==> src/rtl/i2s_tx_stream.sv <==
// i2s_tx_stream: stereo I2S / left-justified serial transmitter for external
// audio DACs. A one-deep holding buffer takes L/R pairs over valid/ready, an
// integer divider derives BCK from clk, and each frame load latches the pair
// for serialisation MSB first. frame_strobe/underrun report every load.
module i2s_tx_stream #(
  parameter int unsigned SAMPLE_W = 16,
  parameter int unsigned SLOT_W   = 32,
  parameter int unsigned CLK_DIV  = 4,
  parameter int unsigned FORMAT   = 0
) (
  input  logic                clk,
  input  logic                reset_n,
  input  logic                s_valid,
  output logic                s_ready,
  input  logic [SAMPLE_W-1:0] s_left,
  input  logic [SAMPLE_W-1:0] s_right,
  input  logic                mute,
  output logic                bck,
  output logic                lrck,
  output logic                din,
  output logic                frame_strobe,
  output logic                underrun
);

  if (SAMPLE_W < 8 || SAMPLE_W > 32 || SLOT_W < SAMPLE_W || SLOT_W > 32 ||
      CLK_DIV < 1 || FORMAT > 1) begin : g_bad_params
    $error("i2s_tx_stream: illegal parameter combination");
  end

  localparam int unsigned DIV_W = (CLK_DIV > 1) ? $clog2(CLK_DIV) : 1;
  localparam int unsigned B_W   = $clog2(2 * SLOT_W);

  localparam logic [DIV_W-1:0] DIV_LAST = DIV_W'(CLK_DIV - 1);
  localparam logic [B_W-1:0]   B_LAST   = B_W'(2 * SLOT_W - 1);
  localparam logic [B_W-1:0]   SLOT_B   = B_W'(SLOT_W);
  localparam logic [B_W-1:0]   LOAD_B   = (FORMAT != 0) ? B_LAST : '0;

  logic [DIV_W-1:0]    div_q, div_d;
  logic                bck_q, bck_d;
  logic [B_W-1:0]      b_q, b_d;
  logic                lrck_q, lrck_d;
  logic                din_q, din_d;
  logic                started_q, started_d;
  logic                buf_full_q, buf_full_d;
  logic                s_ready_q, s_ready_d;
  logic [SAMPLE_W-1:0] buf_l_q, buf_l_d, buf_r_q, buf_r_d;
  logic [SAMPLE_W-1:0] fr_l_q, fr_l_d, fr_r_q, fr_r_d;
  logic                strobe_q, strobe_d;
  logic                underrun_q, underrun_d;

  logic                toggle, rise, fall, load, accept, consume;
  logic [B_W-1:0]      b_next, p, k;
  logic                ch_r;
  logic [SAMPLE_W-1:0] word, shifted;

  // Next-state: divider, bit counter, serialiser, holding buffer, frame load.
  always_comb begin
    toggle  = (div_q == DIV_LAST);
    rise    = toggle & ~bck_q;
    fall    = toggle & bck_q;
    load    = rise & (b_q == LOAD_B);
    accept  = s_valid & s_ready_q;
    // A load before the first BCK falling edge after reset never consumes the
    // buffer, so the first frame after reset is always silent.
    consume = load & buf_full_q & started_q;

    div_d     = toggle ? '0 : div_q + 1'b1;
    bck_d     = bck_q ^ toggle;
    b_next    = (b_q == B_LAST) ? '0 : b_q + 1'b1;
    b_d       = fall ? b_next : b_q;
    started_d = started_q | fall;

    p       = (FORMAT != 0) ? b_next : ((b_next == '0) ? B_LAST : b_next - 1'b1);
    ch_r    = (p >= SLOT_B);
    k       = ch_r ? p - SLOT_B : p;
    word    = ch_r ? fr_r_q : fr_l_q;
    // Bits beyond SAMPLE_W shift out, giving the zero-padded slot tail.
    shifted = word << k;
    lrck_d  = fall ? (b_next >= SLOT_B) : lrck_q;
    din_d   = fall ? shifted[SAMPLE_W-1] : din_q;

    buf_full_d = buf_full_q;
    buf_l_d    = buf_l_q;
    buf_r_d    = buf_r_q;
    if (consume) buf_full_d = 1'b0;
    if (accept) begin
      buf_full_d = 1'b1;
      buf_l_d    = s_left;
      buf_r_d    = s_right;
    end
    s_ready_d = ~buf_full_d;

    fr_l_d = fr_l_q;
    fr_r_d = fr_r_q;
    if (load) begin
      fr_l_d = (consume & ~mute) ? buf_l_q : '0;
      fr_r_d = (consume & ~mute) ? buf_r_q : '0;
    end
    strobe_d   = load;
    underrun_d = load & ~consume;
  end

  // State registers, all cleared asynchronously.
  always_ff @(posedge clk or negedge reset_n) begin
    if (!reset_n) begin
      div_q      <= '0;
      bck_q      <= 1'b0;
      b_q        <= '0;
      lrck_q     <= 1'b0;
      din_q      <= 1'b0;
      started_q  <= 1'b0;
      buf_full_q <= 1'b0;
      s_ready_q  <= 1'b0;
      buf_l_q    <= '0;
      buf_r_q    <= '0;
      fr_l_q     <= '0;
      fr_r_q     <= '0;
      strobe_q   <= 1'b0;
      underrun_q <= 1'b0;
    end else begin
      div_q      <= div_d;
      bck_q      <= bck_d;
      b_q        <= b_d;
      lrck_q     <= lrck_d;
      din_q      <= din_d;
      started_q  <= started_d;
      buf_full_q <= buf_full_d;
      s_ready_q  <= s_ready_d;
      buf_l_q    <= buf_l_d;
      buf_r_q    <= buf_r_d;
      fr_l_q     <= fr_l_d;
      fr_r_q     <= fr_r_d;
      strobe_q   <= strobe_d;
      underrun_q <= underrun_d;
    end
  end

  assign s_ready      = s_ready_q;
  assign bck          = bck_q;
  assign lrck         = lrck_q;
  assign din          = din_q;
  assign frame_strobe = strobe_q;
  assign underrun     = underrun_q;

endmodule

==> config.mk <==
export PLATFORM = sky130hd
export DESIGN_NAME = i2s_tx_stream
export DESIGN_NICKNAME = d
export VERILOG_FILES = /design/src/rtl/i2s_tx_stream.sv
export SDC_FILE = /design/constraint.sdc
export NUM_CORES = 1
export LEC_CHECK = 0
export ABC_AREA = 0
export BUFFER_PORTS_ARGS = -buffer_cell sky130_fd_sc_hd__buf_4
export CAP_MARGIN = 5
export CELL_PAD_IN_SITES_DETAIL_PLACEMENT = 1
export CELL_PAD_IN_SITES_GLOBAL_PLACEMENT = 1
export CORE_MARGIN = 2
export CORE_UTILIZATION = 47
export CTS_CLUSTER_DIAMETER = 120
export DETAILED_ROUTE_END_ITERATION = 16
export PLACE_DENSITY_LB_ADDON = 0.1
export SLEW_MARGIN = 20
export SYNTH_ARGS = -nofsm -noshare
export SYNTH_HDL_FRONTEND = slang
export SYNTH_SLANG_ARGS = --single-unit
==> constraint.sdc <==
create_clock -name clk -period 4 [get_ports clk]
set_clock_uncertainty 0.2 [all_clocks]
set_input_delay 0.4 -clock clk [delete_from_list [all_inputs] [get_ports clk]]
set_output_delay 0.4 -clock clk [all_outputs]
set_load 0.05 [all_outputs]
After elaboration in Yosys (flattened, before gate mapping)
Cells that the tools add are included.
- flip-flop bits (word level): 80
- input bits: 36
- word-level logic and storage cells: 48
- add/subtract/negate cells: 4
- $lt $le $gt $ge: 2
- eq/ne operators: 2
- shift-type cells: 1
- mux-type cells: 9
- bitwise operators: 14
- reductions and logical operators: 2
- operators by type and width (operator ; count):
    2-to-1 mux 16 bit ; 3
    2-to-1 mux 6 bit ; 3
    left shift 16 x 6 -> 16 bit ; 1
    >= comparator 6 bit (second input constant) ; 2
    logical NOT 6 bit ; 2
    bitwise AND 1 bit ; 8
    adder 6 x 1 -> 6 bit (second input constant) ; 1
    == test 6 bit (second input constant) ; 1
    subtractor 6 x 1 -> 6 bit (second input constant) ; 1
    subtractor 6 bit (second input constant) ; 1
    NOT 1 bit ; 4
    adder 2 x 1 -> 2 bit (second input constant) ; 1
    == test 2 bit (second input constant) ; 1
    2-to-1 mux 1 bit ; 2
    2-to-1 mux 2 bit ; 1
    bitwise OR 1 bit ; 1
    XOR 1 bit ; 1

Depth between registers and ports, before layout
Gate-level depths: netlist of run 1.
- depth after elaboration: 8
- mapped depth: 11
- depth with buffers taken out: 10

Worst setup path after synthesis of run 1
Ideal clock, no wire load.
- path kind: register to register
- from: register b_q[0]
- to: register din_q, in the netlist din
- library setup time: 0.132 ns
- arrival time: 2.787 ns
- data required time: 3.668 ns
- setup slack: 0.882 ns
- stages on the path, launching flop included: 11
- buffers on the path: 1
- cell sequence: dfrtp_1 > ha_1 > buf_6 > nand4_1 > o21ai_1 > clkinv_1 > ha_1 > a2111oi_0 > o21ai_1 > a2111oi_2 > o32ai_1
- cells in the longest elaborated chain, start to end: 7
- ends and longest elaborated chain (element ; RTL line ; source):
    start, declared ; 40 ; logic [B_W-1:0] b_q, b_d;
    start signal, assigned ; 108 ; b_q <= '0;
    start signal, assigned ; 123 ; b_q <= b_d;
    adder 6 x 1 -> 6 bit / == test 6 bit (equally long branches) ; 69 ; b_next = (b_q == B_LAST) ? '0 : b_q + 1'b1;
    2-to-1 mux 6 bit * ; 69 ;
    net b_next[0] ; 52 ; logic [B_W-1:0] b_next, p, k;
    subtractor 6 x 1 -> 6 bit / logical NOT 6 bit (equally long branches) ; 73 ; p = (FORMAT != 0) ? b_next : ((b_next == '0) ? B_LAST : b_next - 1'b1);
    2-to-1 mux 6 bit * ; 73 ;
    subtractor 6 bit / >= comparator 6 bit (equally long branches) ; 75, 74 ;
    2-to-1 mux 6 bit / 2-to-1 mux 16 bit (equally long branches) ; 75, 76 ;
    left shift 16 x 6 -> 16 bit * ; 78 ; shifted = word << k;
    end signal, assigned ; 125 ; din_q <= din_d;
    end, declared ; 42 ; logic din_q, din_d;
The timed path passes the listed nets; every way through them passes the cells marked *.
A chain may end at the register's enable or synchronous reset.

Worst setup path after layout of run 1
Ends and elaborated chain as after synthesis.

==> results of run 1 <==
## layout make-up
cell class | count | area [um^2]
fill | 806 | 3400
sequential | 80 | 2000
multi-input combinational | 197 | 1610
timing repair buffer | 46 | 345
clock buffer | 10 | 138
tap | 102 | 128
clock inverter | 6 | 67.6
inverter | 10 | 37.5
## logic make-up after synthesis
group                    after synthesis
AND/OR/NAND/NOR                       65
flip-flops                            80
AO/OA/AOI/OAI                         84
adder cells (fa/ha/maj)                7
multiplexers                          37
buffers and inverters                 26
XOR/XNOR                               4
## report_power, final
group | internal, mW | switching, mW
sequential | 0.808 | 0
clock | 0.307 | 0.305
combinational | 0.0214 | 0.0187
total | 1.14 | 0.323
## worst max-delay path by stage
stage / to / slack, ps / cells past startpoint
floorplan: din$_DFFE_PN0P_ / 880 / 10
global placement: din$_DFFE_PN0P_ / 650 / 9
detailed placement: din$_DFFE_PN0P_ / 520 / 10
CTS: din$_DFFE_PN0P_ / 490 / 10
global route: din$_DFFE_PN0P_ / 150 / 10
finish: din$_DFFE_PN0P_ / 450 / 10
## per-layer routing
metal | up-vias | routed length [um] | GRT usage
met2 | 50 | 4110 | 0.332
met4 | 0 | 214 | 0.107
li1 | 1214 | - | -
met1 | 1333 | 3710 | 0.275
met5 | - | 0 | 0
met3 | 17 | 253 | 0.0395
## cells in the final DEF, fill, tap and decap left out, types with 2 or more instances in the layout
master,netlist,routed
a22o_1,32,32
nor3b_1,2,2
clkbuf_8,2,10
mux2_2,33,33
a21oi_1,7,7
o21ai_0,7,7
nor2b_1,2,2
inv_1,8,8
dfrtp_1,80,80
a21boi_0,2,2
nor3_1,4,3
ha_1,7,7
a211oi_1,7,7
clkinvlp_4,0,2
o31ai_1,2,2
buf_4,0,46
o32ai_1,4,4
a31oi_1,4,4
nor2_1,11,11
and3_2,5,5
nand3_1,3,3
and2_1,2,2
o22ai_1,3,3
mux2i_1,3,3
nand4_1,3,3
nand2_1,18,18
xnor2_1,4,4
o21ai_1,2,2
o21a_1,2,2
## flip-flops by register name, indices dropped and copies added (netlist names), 2 cells and up
name     cells
div_q        2
fr_r_q      16
buf_r_q     16
fr_l_q      16
b_q          6
buf_l_q     16
## synth_stat cells, types with 5 or more instances
library cell,n,share of area
a211oi_1,7,0.014
a21oi_1,7,0.0093
a22o_1,32,0.074
and3_2,5,0.010
buf_6,5,0.015
clkbuf_1,6,0.0060
dfrtp_1,80,0.53
ha_1,7,0.023
inv_1,8,0.0080
mux2_2,33,0.099
nand2_1,18,0.018
nor2_1,11,0.011
o21ai_0,7,0.0093
## critical path: stages, from the launching register on
cell and delay, ps:
dfrtp_1 530, ha_1 440, nand4_1 240, o21ai_1 240, clkinv_1 260, ha_1 520, nor2b_1 80, a2111oi_0 280
o21ai_1 120, a2111oi_2 360, o32ai_1 130
## per-stage QoR
step                std cells  cell area (um^2)  power [mW]
floorplan                 303              3760       0.825
global placement          435              4120       0.865
detailed placement        435              4120       0.866
CTS                       451              4330        1.48
global route              451              4330        1.52
finish                    451              4330        1.46
==> impl_metrics.ini, run 1 <==
[cts]
ctsHtreeMaxLevel = 3
clk_path_buf_depth = 2
cts_resized = 0
cts_sinks = 80
clk_pin_slew_ps = 90
cts_buffers = 9
clk_latency_ps = 360
root_buffer = clkbuf_8
postCtsHoldBufs = 0
post_cts_buffers = 0
cts_tree = done

[synth]
synth_top_family_by_area = compound AO/OA/AOI/OAI gates
synth_xor_area_frac = 0.00931
avgSynthCellArea_um2 = 12.4
syn_nets = 346
synth_ff_type = dfrtp_1
synth_seq_cells = 80
synth.area.mux_share = 0.113
ys_seq_area_frac = 0.532
yosys_warnings = 0
synth_adder_area_share = 0.0233
synth-simple-area-share = 0.101
synth_compound_area_frac = 0.180
ys_types = 60
synth_edf_count = 0
postSynthCellCount = 303
ys_async_sr_fraction = 1.00
netlist_area_mm2 = 0.00376

[pwr]
powerDensity_mw_per_mm2 = 337
p_leak_nw = 2.10
ir_worst_vdd_uv = 185

[worst_setup_path]
startpoint = b_q[0]$_DFFE_PN0P_
cp.arrival_ps = 3570
cp.required_ps = 4020
r2r_end = din$_DFFE_PN0P_
worstReg2RegStart = b_q[0]$_DFFE_PN0P_
path_class = reg2reg
r2r_cells = 10
cp-end-kind = register
critPathLaunchType = register
reg2reg_slack_ps = 450
worstPathMaxFanout = 10

[sta]
fin_crit_ps = 3550
fin_crit_sh = 0.887
worst_slack_ps = 450
worstMarginPinSlew_ps = 982
hold_slack_ps = -52.4
max_freq_ghz = 0.282
final_hold_viol_count = 13
setup_viol = 0
drv_slew = 0
timing.max_slew.rel_slack = 0.345
rsz0062_at_grt = false
fin_setup_tns_ps = 0

[detailed_routing]
ant_nets = 0
drt-initial-drc-count = 147
first_pass_iters = 4
vias_per_cell = 5.80
post_drt_wl_per_cell_um = 18.4
vias = 2614
drc_errors = 0
wl_um = 8290

[floorplanning]
die_area_mm2 = 0.00874
fp.coreArea_mm2 = 0.00773
io_pins = 42
initial_core_util = 0.487
rows = 32
fp.dieW_um = 93.5
chipHeight_um = 93.5

[global_routing]
grt_pass1_vias = 2709
grt_pass1_wl_um = 13700
grt.total_usage = 0.209
grt_max_degree = 81
antenna_found_initial = 0
grt-ovfl-total = 0

[worst_hold_path]
hp-class = in2async

[layout]
n_antenna_cell = 0
final_nets = 387
final_layout_size_suffix_gt1_frac = 0.330
final_core_util = 0.560
syn2layout_area_growth_pct = 15.0

[place]
io_buffers = 41
dp_hpwl_um = 5810
place_congestion = 0.885
detailedPlace.worstSlack_ps = 516

[status]
status = finished, violations left
violations = hold timing

[flow_run]
cap_violations = 0
No activity file was read; power rests on OpenSTA's default activity.
==> run 2: changes to the inputs <==
Settings changed: BUFFER_PORTS_ARGS -buffer_cell sky130_fd_sc_hd__buf_4 to -buffer_cell sky130_fd_sc_hd__buf_2, CAP_MARGIN 5 to unset.
==> run 2 against run 1 <==
  * Flip-flop and latch count is the same
  * Hold slack gained 23 ps
  * Highest routed layer unchanged
  * The run still ends with hold timing left
  * Critical path depth shrank 1
  * Clock power is 6.5% higher
==> impl_metrics.ini, run 2 (synthesis results as in run 1) <==
[place]
dp_hpwl_um = 5870
dp_cells = 435
detailedPlace.worstSlack_ps = 455
placedInstanceArea_mm2 = 0.00402
place_congestion = 0.858
io_buffers = 41

[sta]
hold_slack_ps = -29.0
timing.max_slew.rel_slack = 0.342
drv_slew = 0
worstMarginPinSlew_ps = 988
setup_viol = 0
rsz0062_at_grt = false
worst_slack_ps = 457
max_freq_ghz = 0.282
fin_crit_ps = 3540
final_hold_viol_count = 7
fin_setup_tns_ps = 0
fin_crit_sh = 0.886

[layout]
syn2layout_area_growth_pct = 12.8
final_common_cell = dfrtp_1
n_antenna_cell = 0
final_layout_size_suffix_gt1_frac = 0.327
design_area_mm2 = 0.00424
final_nets = 387
stdcell_count = 451
mostFrequentLayoutCells = 80 x dfrtp_1, 40 x buf_2, 33 x mux2_2, 32 x a22o_1, 18 x nand2_1

[worst_setup_path]
r2r_end = din$_DFFE_PN0P_
path_class = reg2reg
cp.arrival_ps = 3560
cp.required_ps = 4010
cp_top_family = compound AO/OA/AOI/OAI gates
worstReg2RegStart = b_q[0]$_DFFE_PN0P_
worstPathMaxFanout = 10
crit_slowest_cell = dfrtp_1
slowest_delay_ps = 520
crit_chain = ha_1, nand4_1, o21ai_1, clkinv_1, ha_1, a2111oi_0, o21ai_1, a2111oi_2, o32ai_1
r2r_cells = 9
reg2reg_slack_ps = 460
crit_buf_inv = 1
cp-end-kind = register
critPathLaunchType = register

[status]
status = finished, violations left
violations = hold timing

[detailed_routing]
vias = 2573
wl_um = 8220
post_drt_wl_per_cell_um = 18.2
vias_per_cell = 5.71
drc_errors = 0
ant_nets = 0
drt-initial-drc-count = 97
first_pass_iters = 4

[global_routing]
grt-ovfl-total = 0
grt.total_usage = 0.210
grt_pass1_wl_um = 13900
grt_pass1_vias = 2747
grt_max_degree = 81
antenna_found_initial = 0

[floorplanning]
die_area_mm2 = 0.00874
io_pins = 42
initial_core_util = 0.487
chipHeight_um = 93.5
rows = 32
fp.dieW_um = 93.5
fp.coreArea_mm2 = 0.00773

[flow_run]
cap_violations = 0

[cts]
cts_tree = done
clk_latency_ps = 360
clk_pin_slew_ps = 90
cts_sinks = 80
cts_resized = 0
ctsHtreeMaxLevel = 3
clk_path_buf_depth = 2
postCtsHoldBufs = 0
post_cts_buffers = 0
root_buffer = clkbuf_8
cts_buffers = 9

[pwr]
powerDensity_mw_per_mm2 = 351
p_leak_nw = 2.08
ir_worst_vdd_uv = 236

[worst_hold_path]
hp-class = in2async
-- run 2: cell types whose count changed in the layout (fill, tap and decap cells not counted), sizes merged --
cell,previous run,this run
bufinv,1,2
clkinv,3,2
-- run 2: layout make-up --
type | instances | area (um^2)
multi-input combinational | 197 | 1610
sequential | 80 | 2000
clock buffer | 10 | 128
clock inverter | 6 | 92.6
tap | 102 | 128
timing repair buffer | 46 | 245
fill | 830 | 3480
inverter | 10 | 37.5
-- run 2: how the worst max path moves through the flow --
stage	cells past startpoint	endpoint	slack (ps)	start
final	9	din$_DFFE_PN0P_	460	b_q[0]$_DFFE_PN0P_
after detailed placement	10	din$_DFFE_PN0P_	450	b_q[0]$_DFFE_PN0P_
after CTS	10	din$_DFFE_PN0P_	460	b_q[0]$_DFFE_PN0P_
after global placement	9	din$_DFFE_PN0P_	650	b_q[0]$_DFFE_PN0P_
after floorplan	10	din$_DFFE_PN0P_	880	b_q[0]$_DFFE_PN0P_
after global routing	10	din$_DFFE_PN0P_	120	b_q[0]$_DFFE_PN0P_
-- run 2: layer usage --
metal,GRT usage,wire [um],vias up
li1,-,-,1221
met4,0.0797,140,0
met3,0.0459,268,12
met2,0.340,4050,49
met1,0.277,3750,1291
met5,0,0,-
-- run 2: through the flow --
stage	power (mW)	util
after floorplan	0.825	-
after global placement	0.856	0.521
after detailed placement	0.857	0.521
after CTS	1.52	0.549
after global routing	1.55	0.549
final	1.49	0.549
-- run 2: power by group --
| part | internal [mW] | switching [mW] |
|---|---|---|
| Combinational | 0.0123 | 0.0191 |
| Sequential | 0.808 | 0 |
| Clock | 0.355 | 0.297 |
==> run 3: changes to the inputs <==
Settings changed: RECOVER_POWER set to 100, TNS_END_PERCENT set to 30.
==> run 3 against run 2 <==
  * Register-to-register slack worse by 20 ps
  * Worst setup slack worse by 25 ps
  * Critical endpoint unchanged
  * Largest power group unchanged
  * Sequential power about the same
  * Global-route usage unchanged
  * Critical path type unchanged
  * Die area unchanged
  * Design area down 0.68%
  * The flow finishes with violations (capacitance limit, slew limit)
  * Utilization down 0.37 points
  * First-iteration DRC count down 10%
  * Critical path depth unchanged
==> impl_metrics.ini, run 3 (synthesis results as in run 1) <==
[worst_setup_path]
worstReg2RegStart = b_q[2]$_DFFE_PN0P_
cp.required_ps = 4060
path_class = reg2reg
crit_chain = clkbuf_1, nand3_1, mux2_2, o21a_1, a211oi_1, nor3b_1, a31oi_1, o211ai_1, o32ai_1
cp.arrival_ps = 3620
slowest_delay_ps = 650
startpoint = b_q[2]$_DFFE_PN0P_
worstPathMaxFanout = 11
crit_slowest_cell = a211oi_1
reg2reg_slack_ps = 430
cp-end-kind = register
critPathLaunchType = register

[detailed_routing]
first_pass_iters = 4
vias = 2583
wl_um = 8190
drt-initial-drc-count = 87
ant_nets = 0
drc_errors = 0
post_drt_wl_per_cell_um = 18.2
vias_per_cell = 5.73

[floorplanning]
rows = 32
fp.dieW_um = 93.5
chipHeight_um = 93.5
io_pins = 42
fp.coreArea_mm2 = 0.00773
initial_core_util = 0.487
die_area_mm2 = 0.00874

[cts]
root_buffer = clkbuf_8
cts_buffers = 9
cts_tree = done
clk_pin_slew_ps = 90
clk_latency_ps = 360
post_cts_buffers = 0
cts_sinks = 80
postCtsHoldBufs = 0
clk_path_buf_depth = 2
cts_resized = 0
ctsHtreeMaxLevel = 3

[sta]
fin_crit_ps = 3570
rsz0062_at_grt = false
final_hold_viol_count = 0
setup_viol = 0
timing.max_slew.rel_slack = -0.290
worst_slack_ps = 433
max_freq_ghz = 0.280
fin_setup_tns_ps = 0
worstMarginPinSlew_ps = 1940
drv_slew = 115
fin_crit_sh = 0.892

[place]
io_buffers = 41
detailedPlace.worstSlack_ps = 455
place_congestion = 0.858
dp_hpwl_um = 5870

[layout]
final_layout_size_suffix_gt1_frac = 0.298
final_core_util = 0.545
nFillCells = 834
final_nets = 387
syn2layout_area_growth_pct = 12.0
n_antenna_cell = 0
mostFrequentLayoutCells = 80 x dfrtp_1, 34 x buf_2, 33 x mux2_2, 32 x a22o_1, 18 x nand2_1
final_common_cell = dfrtp_1

[pwr]
ir_worst_vdd_uv = 236
p_leak_nw = 2.04
powerDensity_mw_per_mm2 = 354

[global_routing]
grt_max_degree = 81
antenna_found_initial = 0
grt_pass1_vias = 2747
grt_pass1_wl_um = 13900
grt.total_usage = 0.210
grt-ovfl-total = 0

[flow_run]
cap_violations = 2

[worst_hold_path]
hp-class = in2reg
min_from = s_right[4]

[status]
status = finished, violations left
violations = capacitance limit, slew limit
-- run 3: changes by cell type in the layout (fill, tap and decap cells not counted), sizes merged --
cell / change
buf: -11
clkbuf: +11
-- run 3: final timing paths --
| check | end | cells past startpoint |
|---|---|---|
| worst max-delay path | din$_DFFE_PN0P_ | 9 |
| worst min-delay path | buf_r_q[4]$_DFFE_PN0P_ | 2 |
| worst max register to register | din$_DFFE_PN0P_ | 9 |
| worst min register to register | div_q[0]$_DFF_PN0_ | 1 |
| max in group asynchronous | fr_l_q[2]$_DFFE_PN0P_ | 1 |
| min in group asynchronous | b_q[5]$_DFFE_PN0P_ | 1 |
-- run 3: per-layer routing --
metal / track usage / up-vias / wire (um)
li1: - / 1224 / -
met3: 0.0459 / 14 / 295
met4: 0.0797 / 0 / 148
met1: 0.277 / 1291 / 3710
met2: 0.340 / 54 / 4030
met5: 0 / - / 0
-- run 3: area by class of cell --
type | count | area (um^2) | share of cell area
sequential | 80 | 2000 | 0.475
multi-input combinational | 197 | 1610 | 0.381
timing repair buffer | 46 | 221 | 0.0525
clock buffer | 10 | 128 | 0.0303
tap | 102 | 128 | 0.0303
clock inverter | 6 | 92.6 | 0.0220
inverter | 10 | 37.5 | 0.00890
-- run 3: report_power, final --
| group | internal, mW | leakage [nW] | switching [mW] |
|---|---|---|---|
| sequential | 0.808 | 1.09 | 0 |
| combinational | 0.0120 | 0.842 | 0.0190 |
| clock | 0.355 | 0.103 | 0.297 |
| total | 1.17 | 2.04 | 0.316 |
-- run 3: worst max-delay path: cells and delay by family, from the launching register on --
family          cells  cell delay [ps]
compound gates      5             1510
flops               1              600
buf+inv             1              490
mux                 1              350
simple gates        2              310
-- run 3: per-stage QoR --
step	total power, mW	hold WS, ps	cell area (um^2)	instances
3_5_place_dp	0.857	223	4020	435
2_1_floorplan	0.825	-95.6	3760	303
5_1_grt	1.55	54.7	4220	451
6_report	1.49	70.7	4220	451
3_3_place_gp	0.856	218	4020	435
4_1_cts	1.52	29.4	4240	451
